**src/rtl/dmem_arbiter_pkg.sv**
```systemverilog
// Shared constants for the data-memory arbiter slice.
// Holds codebase-wide defaults and a width helper used by the wait counter.
package dmem_arbiter_pkg;

    localparam int DMEM_DATA_W   = 32;
    localparam int DMEM_MAX_WAIT = 15;

    // A counter for MAX_WAIT=0 still needs one bit so the port is legal.
    function automatic int cnt_width(input int max_val);
        int w;
        w = $clog2(max_val + 1);
        return (w < 1) ? 1 : w;
    endfunction

endpackage

```
**src/rtl/dmem_arb_wait_cnt.sv**
```systemverilog
// Saturating wait counter: counts cycles a debug request has been held off,
// with synchronous clear and an at-max flag used to force a cycle steal.
module dmem_arb_wait_cnt
    import dmem_arbiter_pkg::*;
#(
    parameter int  MAX_WAIT = DMEM_MAX_WAIT,
    localparam int CNT_W    = cnt_width(MAX_WAIT)
) (
    input  logic clk,
    input  logic rst_n,
    input  logic clr,
    input  logic inc,
    output logic at_max
);

    localparam logic [CNT_W-1:0] MAX_CNT = CNT_W'(MAX_WAIT);

    logic [CNT_W-1:0] cnt_q;

    function automatic logic [CNT_W-1:0] sat_inc(input logic [CNT_W-1:0] v);
        return (v == MAX_CNT) ? v : v + CNT_W'(1);
    endfunction

    always_ff @(posedge clk or negedge rst_n) begin
        if (!rst_n) begin
            cnt_q <= '0;
        end else if (clr) begin
            cnt_q <= '0;
        end else if (inc) begin
            cnt_q <= sat_inc(cnt_q);
        end
    end

    assign at_max = (cnt_q == MAX_CNT);

endmodule

```
**src/rtl/dmem_arbiter.sv**
```systemverilog
// Shares the dmem port between the core and a debug reader. The core owns the
// port; a debug read is granted at once when the core is halted or debug is
// forced, otherwise after MAX_WAIT cycles by stalling the core for one cycle.
module dmem_arbiter
    import dmem_arbiter_pkg::*;
#(
    parameter int DATA_W   = DMEM_DATA_W,
    parameter int MAX_WAIT = DMEM_MAX_WAIT
) (
    input  logic              clk,
    input  logic              rst_n,
    input  logic [DATA_W-1:0] core_addr,
    input  logic [DATA_W-1:0] core_wdata,
    input  logic              core_we,
    input  logic              core_finish,
    output logic [DATA_W-1:0] core_rdata,
    output logic              core_stall,
    input  logic              dbg_force,
    input  logic              dbg_req,
    input  logic [DATA_W-1:0] dbg_addr,
    output logic              dbg_ack,
    output logic [DATA_W-1:0] dbg_rdata,
    output logic [DATA_W-1:0] mem_addr,
    output logic [DATA_W-1:0] mem_wdata,
    output logic              mem_we,
    input  logic [DATA_W-1:0] mem_rdata
);

    localparam logic [1:0] S_CORE = 2'd0;
    localparam logic [1:0] S_DBG  = 2'd1;
    localparam logic [1:0] S_ACK  = 2'd2;

    logic [1:0] state_q;
    logic [1:0] state_d;
    logic       grant;
    logic       at_max;
    logic       cnt_clr;
    logic       cnt_inc;

    assign grant = dbg_req & (core_finish | dbg_force | at_max);

    // The counter only runs while a request waits in the core-owned state.
    assign cnt_inc = (state_q == S_CORE) & dbg_req & ~grant;
    assign cnt_clr = ~cnt_inc;

    dmem_arb_wait_cnt #(
        .MAX_WAIT (MAX_WAIT)
    ) u_wait_cnt (
        .clk    (clk),
        .rst_n  (rst_n),
        .clr    (cnt_clr),
        .inc    (cnt_inc),
        .at_max (at_max)
    );

    always_ff @(posedge clk or negedge rst_n) begin
        if (!rst_n) begin
            state_q <= S_CORE;
        end else begin
            state_q <= state_d;
        end
    end

    always_comb begin
        state_d = state_q;
        case (state_q)
            S_CORE:  if (grant) state_d = S_DBG;
            S_DBG:   state_d = S_ACK;
            S_ACK:   state_d = S_CORE;
            default: state_d = S_CORE;
        endcase
    end

    always_comb begin
        mem_addr   = core_addr;
        mem_wdata  = core_wdata;
        mem_we     = core_we & ~core_finish & ~dbg_force;
        core_stall = dbg_force;
        if (state_q == S_DBG) begin
            mem_addr   = dbg_addr;
            mem_we     = 1'b0;
            core_stall = ~core_finish | dbg_force;
        end
    end

    // Ack is a flop so it is a clean one-cycle pulse aligned with S_ACK.
    always_ff @(posedge clk or negedge rst_n) begin
        if (!rst_n) begin
            dbg_ack   <= 1'b0;
            dbg_rdata <= '0;
        end else begin
            dbg_ack <= (state_q == S_DBG);
            if (state_q == S_DBG) begin
                dbg_rdata <= mem_rdata;
            end
        end
    end

    assign core_rdata = mem_rdata;

endmodule

```
**config.mk**
```make
export PLATFORM = sky130hd
export DESIGN_NAME = dmem_arbiter
export DESIGN_NICKNAME = d
export VERILOG_FILES = /design/src/rtl/dmem_arbiter_pkg.sv /design/src/rtl/dmem_arb_wait_cnt.sv /design/src/rtl/dmem_arbiter.sv
export SDC_FILE = /design/constraint.sdc
export NUM_CORES = 1
export LEC_CHECK = 0
export BUFFER_PORTS_ARGS = -buffer_cell sky130_fd_sc_hd__buf_2
export CORE_AREA = 2 2 102 104
export CTS_CLUSTER_DIAMETER = 30
export CTS_CLUSTER_SIZE = 25
export DETAILED_ROUTE_END_ITERATION = 8
export DIE_AREA = 0 0 104 106
export GPL_ROUTABILITY_DRIVEN = 0
export HOLD_SLACK_MARGIN = 0.08
export PLACE_DENSITY_LB_ADDON = 0.1
export SLEW_MARGIN = 20
export SYNTH_ARGS = -nofsm -noshare
export SYNTH_HDL_FRONTEND = slang
export SYNTH_HIERARCHICAL = 1
export SYNTH_SLANG_ARGS = --single-unit
export TNS_END_PERCENT = 50
```
**constraint.sdc**
```tcl
create_clock -name clk -period 1.75 [get_ports clk]
set_input_delay 0.175 -clock clk [delete_from_list [all_inputs] [get_ports clk]]
set_output_delay 0.175 -clock clk [all_outputs]
set_load 0.01 [all_outputs]
```
* After elaboration in Yosys (flattened, before gate mapping) *
Cells that the tools add are included.
Widths: inputs -> output; s select.

operators by class
  add/sub/neg operators = 1
  $mul = 0
  div/mod/pow operators = 0
  order comparisons = 0
  eq/ne operators = 4
  shift operators = 0
  muxes and demuxes = 7
  bitwise logic cells = 11
  reductions and logical operators = 1

operator list
  kind                 number
  $mux 32              1
  $mux 4               2
  $and 1x1->1          5
  $add 4x1->4 const B  1
  $eq 4x4->1 const B   1
  $ne 2x2->1 const B   2
  $pmux 2 s2           1
  $not 1->1            3
  $or 1x1->1           3
  $eq 2x1->1 const B   1
  $logic_not 2->1      1
  $mux 1               2
  $mux 2               1

storage, ports and cells
  flip-flop bits (word level) = 39
  latch bits = 0
  memory bits (writable) = 0
  bits in read-only memories = 0
  bits of input ports = 134
  logic and storage cells = 28
  memories = 0

* Depth between registers and ports, before layout *
Gate-level depths: netlist of the first run.

  word-level depth = 6
  gate-level depth with buffers = 7
  gate-level depth less buffers = 7

* Modules after synthesis *
The synthesis of the first run kept the hierarchy.

modules (own cells, without submodules)
  module             times used  cells each  area an instance (um^2)  sequential area each (um^2)
  dmem_arbiter       1           180         2353.5                   875.8
  dmem_arb_wait_cnt  1           20          227.7                    100.1

* Worst setup path before layout of the first run *
No wires, ideal clock.

  kind = flip-flop to flip-flop
  from = register u_wait_cnt.cnt_q[0]
  to = register u_wait_cnt.cnt_q[0]
  arrival = 1693 ps
  data required time = 1625 ps
  path slack = -68 ps
  cell stages (with the launch flop) = 7
  clock period less this slack = 1818 ps
  cells stage by stage = dfrtp_1 -> ha_1 -> and3_4 -> nor3_1 -> nor2b_1 -> nor2b_4 -> mux2_4

on the way
  cells in the longest elaborated chain, start to end = 6

RTL lines
  element                                         line                     RTL
  start, declared                                 dmem_arb_wait_cnt.sv:18  logic [CNT_W-1:0] cnt_q;
  start signal, assigned                          dmem_arb_wait_cnt.sv:30  cnt_q <= sat_inc(cnt_q);
  $eq 4x4->1 *                                    dmem_arb_wait_cnt.sv:34  assign at_max = (cnt_q == MAX_CNT);
  named net at_max                                dmem_arbiter.sv:36       logic at_max;
  $or 1x1->1 *                                    dmem_arbiter.sv:40       assign grant = dbg_req & (core_finish | dbg_force | at_max);
  $and 1x1->1 *                                   dmem_arbiter.sv:40
  $not 1->1 *                                     dmem_arbiter.sv:43       assign cnt_inc = (state_q == S_CORE) & dbg_req & ~grant;
  $and 1x1->1 *                                   dmem_arbiter.sv:43
  named net cnt_inc                               dmem_arbiter.sv:38       logic cnt_inc;
  $ne 2x2->1 (no line) or $mux 4 (tied branches)  --

The timed path passes the listed nets; every way through them passes the cells marked *. The select of a mux whose other input is x is not followed.
A chain may end at the register's enable or synchronous reset.

* Worst setup path after layout of the first run *
  from = register state_q[1]
  to = output port mem_addr[18]

on the way
  cells in the longest elaborated chain, start to end = 2

RTL lines
  element                 line                RTL
  start, declared         dmem_arbiter.sv:33  logic [1:0] state_q;
  start signal, assigned  dmem_arbiter.sv:60  state_q <= state_d;
  $eq 2x1->1              dmem_arbiter.sv:79  if (state_q == S_DBG) begin
  $mux 32                 dmem_arbiter.sv:79
  end, declared           dmem_arbiter.sv:23  output logic [DATA_W-1:0] mem_addr,

No other way between the ends.

==> results by group, run 1 <==
Power
  – Reg power frac: 34.8%
  – Net Sw Frac: between 20% and 30%
  – Logic pwr share: 40.2%
  – Peak supply drop: 0.000400 V
  – Sw power: 1.01 mW
  – Lkg Pwr: between 1.5 and 2 nW
  – Pwr per Cell Area: 930 mW/mm2
  – Internal cell power: 2.55 mW
  – Clock power share: between 20% and 30%

Synthesis
  – Warnings from Yosys: 6
  – Synthesized area per cell: 12.9 um2
  – Post-Syn Nets: around 340
  – EDFF count, synth: 0
  – Async SR Flop Fraction: 100%
  – Most used flip-flop cell after synthesis: dfrtp_1
  – Count of cell types in the netlist: 23
  – Register area share after synthesis: 37.8%
  – Synth Register Bits: 39
  – Mapped Cells: 200
  – Netlist Area Pre-Place: 0.00258 mm2

Detailed routing
  – Post-route ant nets: 0
  – DR pass1 iterations: 4
  – WL final: 7.51 mm
  – WL/cell: approximately 15 um
  – DR vias: roughly 2000
  – DR DRC count: 0
  – Vias/cell: 4.07
  – Iteration-0 DRC Markers: 34

Setup path
  – Worst-path maximum fanout: 7
  – WP data required: 1.57 ns
  – CP endpoint kind: output pin
  – Cell Chain, Critical Path: nor2b_4, buf_12, clkbuf_16, mux2_4, buf_6
  – CP Class: flip-flop to output pin
  – Slowest stage cell, crit path: dfrtp_1
  – Worst Path Arrival: 1.61 ns
  – R2r startpoint: state_q[0]
  – Setup crit start: state_q[1]
  – Length in cells of the worst reg-to-reg path: 5
  – Max stage delay on crit path: 0.43 ns
  – CP startpoint kind: flip-flop

STA
  – Worst-Margin Slew: 0.508 ns
  – Final Setup Violations: 25
  – RSZ-0062 raised after global routing: true
  – Rel. slew slack: 66.1%
  – Slew Viols, Final: 0
  – Hold Violations, Final: 0
  – Final period utilization: 102%
  – Final worst slack: -0.0307 ns
  – Clk_skew: 0.00835 ns
  – Fmax: 562 MHz
  – Tmin final: 1.78 ns

Layout
  – Finished Layout Cells: about 490
  – Final Net Count: 490
  – Fillers: between 1000 and 1500
  – Ant. Diodes: 0
  – Fraction of layout cells with a size suffix above 1: between 80% and 90%
  – Commonest non-fill, non-tap cell in the layout: buf_2
  – Area Growth Syn to Fin: 48.4%
  – Most frequent cells in the layout: buf_2 (171), dfrtp_1 (39), mux2_4 (38)
  – Finished Core Util: 38.3%

Worst hold path
  – Hold Path Stages: 2
  – HP Start: mem_rdata[24]
  – Min-delay worst type: input pin to flip-flop

Place
  – Hpwl dp: between 5 and 6 mm
  – Inst Count DP: ~470
  – Setup Slack @ Placement: approximately 0.021 ns
  – IO buf count: 200

Clock tree
  – CTS sink count: 39
  – CTS Root Cell: clkbuf_8
  – H-Tree Depth: 2
  – CTS tree: done
  – CTS buffer count: 5
  – Clock Latency Late Sink: 0.28 ns
  – CTS max path bufs: 2
  – CTS clk-pin slew, worst paths: 0.08 ns

Job
  – Max Cap Viol: 0

Outcome
  – Status: finished, violations left
  – Failing checks: setup timing

Floorplanning
  – Core Region: between 0.009 and 0.01 mm2
  – Boundary Pins: 265
  – Die area: 0.0110 mm2
  – Site row count: 37
  – Die X: 104 um
  – Starting Density: 25.8%
  – Die Ht: 106 um

GRT
  – Grt ovf: 0
  – First-pass GRT wire length: 10.7 mm
  – Initial antenna violation count: 0
  – Total track usage: between 10% and 20%
  – Largest net degree at the start of global routing: 40
  – Vias in the first global route: 1951
metal layers:
layer	vias up	global-route usage (%)	part of all wire [%]
li1	927	-	-
met1	927	14.2	39
met2	145	21.1	50
met3	4	5.46	11
met4	0	2.61	0.55
met5	-	0	0
Yosys cell counts (all sizes together), types with 2 or more instances:
library cell / count / share of area [%]
a21oi: 2 / 0.39
buf: 71 / 22
dfrtp: 39 / 38
mux2: 65 / 33
nand2b: 3 / 0.73
nor2: 2 / 0.29
nor2b: 5 / 1.8
nor3: 2 / 0.39
worst paths after layout:
check                                       to  slack, ns
max                               mem_addr[18]      -0.03
min reg2reg                      dbg_rdata[27]       0.50
max reg2reg                u_wait_cnt/cnt_q[0]      -0.02
max in group asynchronous        dbg_rdata[11]       0.93
min in group asynchronous        dbg_rdata[25]       0.47
min                              dbg_rdata[24]       0.12
what timing repair did:
action / in CTS / in global routing
setup buffers: 4 / 2
hold endpoints to repair: 39 / 0
gates cloned: 2 / 2
gates resized for setup: 28 / 16
setup endpoints to repair: 32 / 36
hold buffers: 1 / 0
power groups by stage:
| stage | combinational, mW | sequential [mW] | clock, mW |
|---|---|---|---|
| after floorplan | 0.688 | 1.38 | 0 |
| after global placement | 1.23 | 1.26 | 0 |
| after detailed placement | 1.23 | 1.26 | 0 |
| after CTS | 1.37 | 1.25 | 0.936 |
| after global routing | 1.53 | 1.28 | 0.968 |
| final | 1.43 | 1.24 | 0.889 |
state kept, by name (all words and copies together) (netlist names):
register	flops
state_q	2
u_wait_cnt/cnt_q	4
dbg_rdata	32
dbg_ack	1
cell families (layout without fill, tap and decap cells):
kind of cell / Yosys count / after routing / synth area share [%]
adders and majority gates: 1 / 1 / 0.485
AOI/OAI and AO/OA: 4 / 4 / 0.872
buffers and inverters: 72 / 228 / 22.4
muxes: 66 / 66 / 33.3
DFF: 39 / 39 / 37.8
and+or+nand+nor: 18 / 18 / 5.19
worst max-delay path, delay by kind of cell, from the launching register on:
family,cells,cell delay (ns)
buffers and inverters,3,0.43
flip-flops,1,0.43
multiplexers,1,0.31
AND/OR/NAND/NOR,1,0.14
metrics by stage:
| stage | hold slack (ns) | cell area [um2] | power, mW | setup TNS [ns] |
|---|---|---|---|---|
| after global placement | 0.284 | 3270 | 2.48 | 0 |
| after global routing | 0.109 | 3830 | 3.77 | -3.25 |
| after detailed placement | 0.272 | 3270 | 2.49 | 0 |
| after floorplan | -0.121 | 2590 | 2.06 | 0 |
| final | 0.122 | 3830 | 3.56 | -0.432 |
| after CTS | 0.107 | 3670 | 3.55 | -1.75 |
layout make-up:
class	instances	area, um2	area share, %
sequential	39	976	25.5
inverter	1	3.75	0.0980
timing repair buffer	219	1470	38.3
clock buffer	6	72.6	1.89
tap	136	170	4.44
multi-input combinational	89	1080	28.2
clock inverter	2	60.1	1.57
No activity file was read; power rests on OpenSTA's default activity.
==> run 2, diff against run 1 <==
Settings changed: CORE_AREA 2 2 102 104 to 2 2 104 106, DIE_AREA 0 0 104 106 to 0 0 106 108.
Clock period 1.75 ns to 2.09 ns, I/O delays scaled along.
==> results by group, run 2 (synthesized netlist as in run 1, its figures left out) <==
Outcome
  – Status: completed

Setup path
  – Cell Chain, Critical Path: nor2b_4, buf_4, mux2_4, buf_2
  – WP data required: 1.88 ns (+0.31 ns)
  – Slowest stage cell, crit path: dfrtp_1
  – Max stage delay on crit path: 0.42 ns (about the same)
  – CP endpoint kind: output pin
  – CP Class: flip-flop to output pin
  – Worst-path maximum fanout: 19 (+12)
  – CP startpoint kind: flip-flop
  – Length in cells of the worst reg-to-reg path: 7 (+2)
  – Worst Path Arrival: 1.69 ns (+0.08 ns)

Job
  – Max Cap Viol: 0 (unchanged)

STA
  – Setup tns final: 0 ns (+0.432 ns)
  – Fmax: 527 MHz
  – Final Setup Violations: 0 (-100%)
  – Final period utilization: 90.8%
  – Worst-Margin Slew: 0.318 ns (-0.190 ns)
  – Clk_skew: 0.00454 ns (-0.00381 ns)
  – Hold Violations, Final: 0 (unchanged)
  – Rel. slew slack: 78.8% (+13 points)
  – Tmin final: between 1.5 and 2 ns
  – Slew Viols, Final: 0 (unchanged)
  – RSZ-0062 raised after global routing: false

Layout
  – Commonest non-fill, non-tap cell in the layout: buf_2
  – Largest regs: dbg_rdata: 32 flops, u_wait_cnt/cnt_q: 4 flops, state_q: 2 flops
  – Finished Core Util: 33.0% (-5.3 points)
  – Fraction of layout cells with a size suffix above 1: 82.8% (-0.91 points)
  – Ant. Diodes: 0 (unchanged)
  – Most frequent cells in the layout: buf_2 (200), dfrtp_1 (39), mux2_2 (34)
  – Max FFs per register: 32 (unchanged)
  – Final Net Count: 477 (-2.7%)
  – Area Growth Syn to Fin: 30.9%
  – Reg with most FFs: dbg_rdata

GRT
  – Total track usage: 11.5% (-0.75 points)
  – Grt ovf: 0 (unchanged)
  – Vias in the first global route: 1886 (-3.3%)
  – First-pass GRT wire length: 10.3 mm (-4.2%)
  – Initial antenna violation count: 0 (unchanged)
  – Largest net degree at the start of global routing: 44 (+10%)

Detailed routing
  – DR DRC count: 0 (unchanged)
  – Iteration-0 DRC Markers: 32 (-5.9%)
  – WL/cell: 15.1 um (-0.91%)
  – Vias/cell: 4.01 (-1.5%)
  – DR pass1 iterations: 3 (-1)
  – WL final: 7.25 mm (-3.5%)
  – DR vias: 1920 (-4.1%)
  – Post-route ant nets: 0 (unchanged)

Power
  – Reg power frac: 36.9% (+2.1 points)
  – Pwr per Cell Area: 830 mW/mm2 (-11%)
  – Clock power share: 27.2% (+2.2 points)
  – Internal cell power: 1.98 mW (-22%)
  – Sw power: 0.825 mW (-19%)
  – Net Sw Frac: 29.4% (+0.98 points)
  – Logic pwr share: 35.8% (-4.4 points)
  – Lkg Pwr: 1.78 nW (-11%)
  – Peak supply drop: 0.000332 V (-17%)

Worst hold path
  – Min-delay worst type: input pin to flip-flop
  – Hold Path Stages: 2 (unchanged)

Place
  – IO buf count: 200 (unchanged)
  – Hpwl dp: 6.00 mm (+9.4%)

Clock tree
  – Setup bufs post-CTS: 0 (-4)
  – CTS sink count: 39 (unchanged)
  – CTS Root Cell: clkbuf_8
  – CTS max path bufs: 2 (unchanged)
  – Clock Latency Late Sink: 0.29 ns (about the same)
  – CTS tree: done
  – CTS buffer count: 5 (unchanged)
  – H-Tree Depth: 2 (unchanged)
  – CTS clk-pin slew, worst paths: 0.08 ns (about the same)

Floorplanning
  – Die X: 106 um (+1.9%)
  – Site row count: 37 (unchanged)
  – Core Region: 0.0102 mm2 (+2.3%)
  – Die area: 0.0114 mm2 (+3.8%)
  – Starting Density: 25.2% (-0.58 points)
  – Die Ht: 108 um (+1.9%)
  – Boundary Pins: 265 (unchanged)
-- run 2: changes by cell type in the layout (fill, tap and decap cells not counted), moves of 2 or more --
cell	previous run	this run
mux2_2	27	34
clkbuf_16	2	0
buf_12	4	1
buf_4	9	4
buf_6	30	0
buf_2	171	200
bufbuf_16	2	0
mux2_4	38	31
-- run 2: area by class of cell --
cell class / count / area, um2
fillers: 1055 / 6850
repair buffers: 206 / 1060
multi-input cells: 89 / 1030
flip-flops and latches: 39 / 976
well taps: 136 / 170
clock buffers: 6 / 72.6
clock inverters: 2 / 60.1
inverters: 1 / 3.75
-- run 2: stage by stage --
step	area (um2)	setup slack [ns]	cells	power [mW]	hold slack, ns
global placement	3230	0.169	470	2.07	0.0915
finish	3380	0.193	479	2.80	0.156
global route	3380	0.0198	479	2.97	0.150
detailed placement	3230	0.0719	470	2.08	0.0904
CTS	3370	0.0248	479	2.87	0.139
floorplan	2580	0.272	200	1.73	-0.0866
-- run 2: worst max-delay path, delay by kind of cell, from the launching register on --
kind / cells / cell delay, ns
buffers and inverters: 2 / 0.47
DFF: 1 / 0.42
muxes: 1 / 0.33
and+or+nand+nor: 1 / 0.16
-- run 2: metal layers --
| layer | wire length (um) | global-route usage [%] |
|---|---|---|
| met4 | 34 | 2.26 |
| met1 | 2690 | 13.2 |
| met3 | 881 | 5.12 |
| met2 | 3640 | 20.1 |
| met5 | 0 | 0 |
-- run 2: worst paths after layout --
| check | slack, ns | startpoint | to |
|---|---|---|---|
| min in group asynchronous | 0.29 | rst_n | dbg_rdata[30] |
| setup / recovery | 0.19 | state_q[1] | mem_addr[22] |
| hold / removal | 0.16 | mem_rdata[31] | dbg_rdata[31] |
| max in group asynchronous | 1.30 | rst_n | dbg_rdata[9] |
| setup reg to reg | 0.22 | u_wait_cnt/cnt_q[0] | u_wait_cnt/cnt_q[3] |
| hold reg to reg | 0.51 | dbg_rdata[3] | dbg_rdata[3] |
-- run 2: what timing repair did --
item                       4_1_cts  5_1_grt
gates resized for setup          0        2
hold buffers                     1        0
setup endpoints to repair        0        3
hold endpoints to repair         9        0
-- run 2: power groups by stage --
stage	Sequential [mW]	Clock, mW	Combinational [mW]
floorplan	1.15	0	0.575
global route	1.06	0.824	1.09
finish	1.04	0.764	1.01
detailed placement	1.05	0	1.02
global placement	1.05	0	1.02
CTS	1.04	0.800	1.03
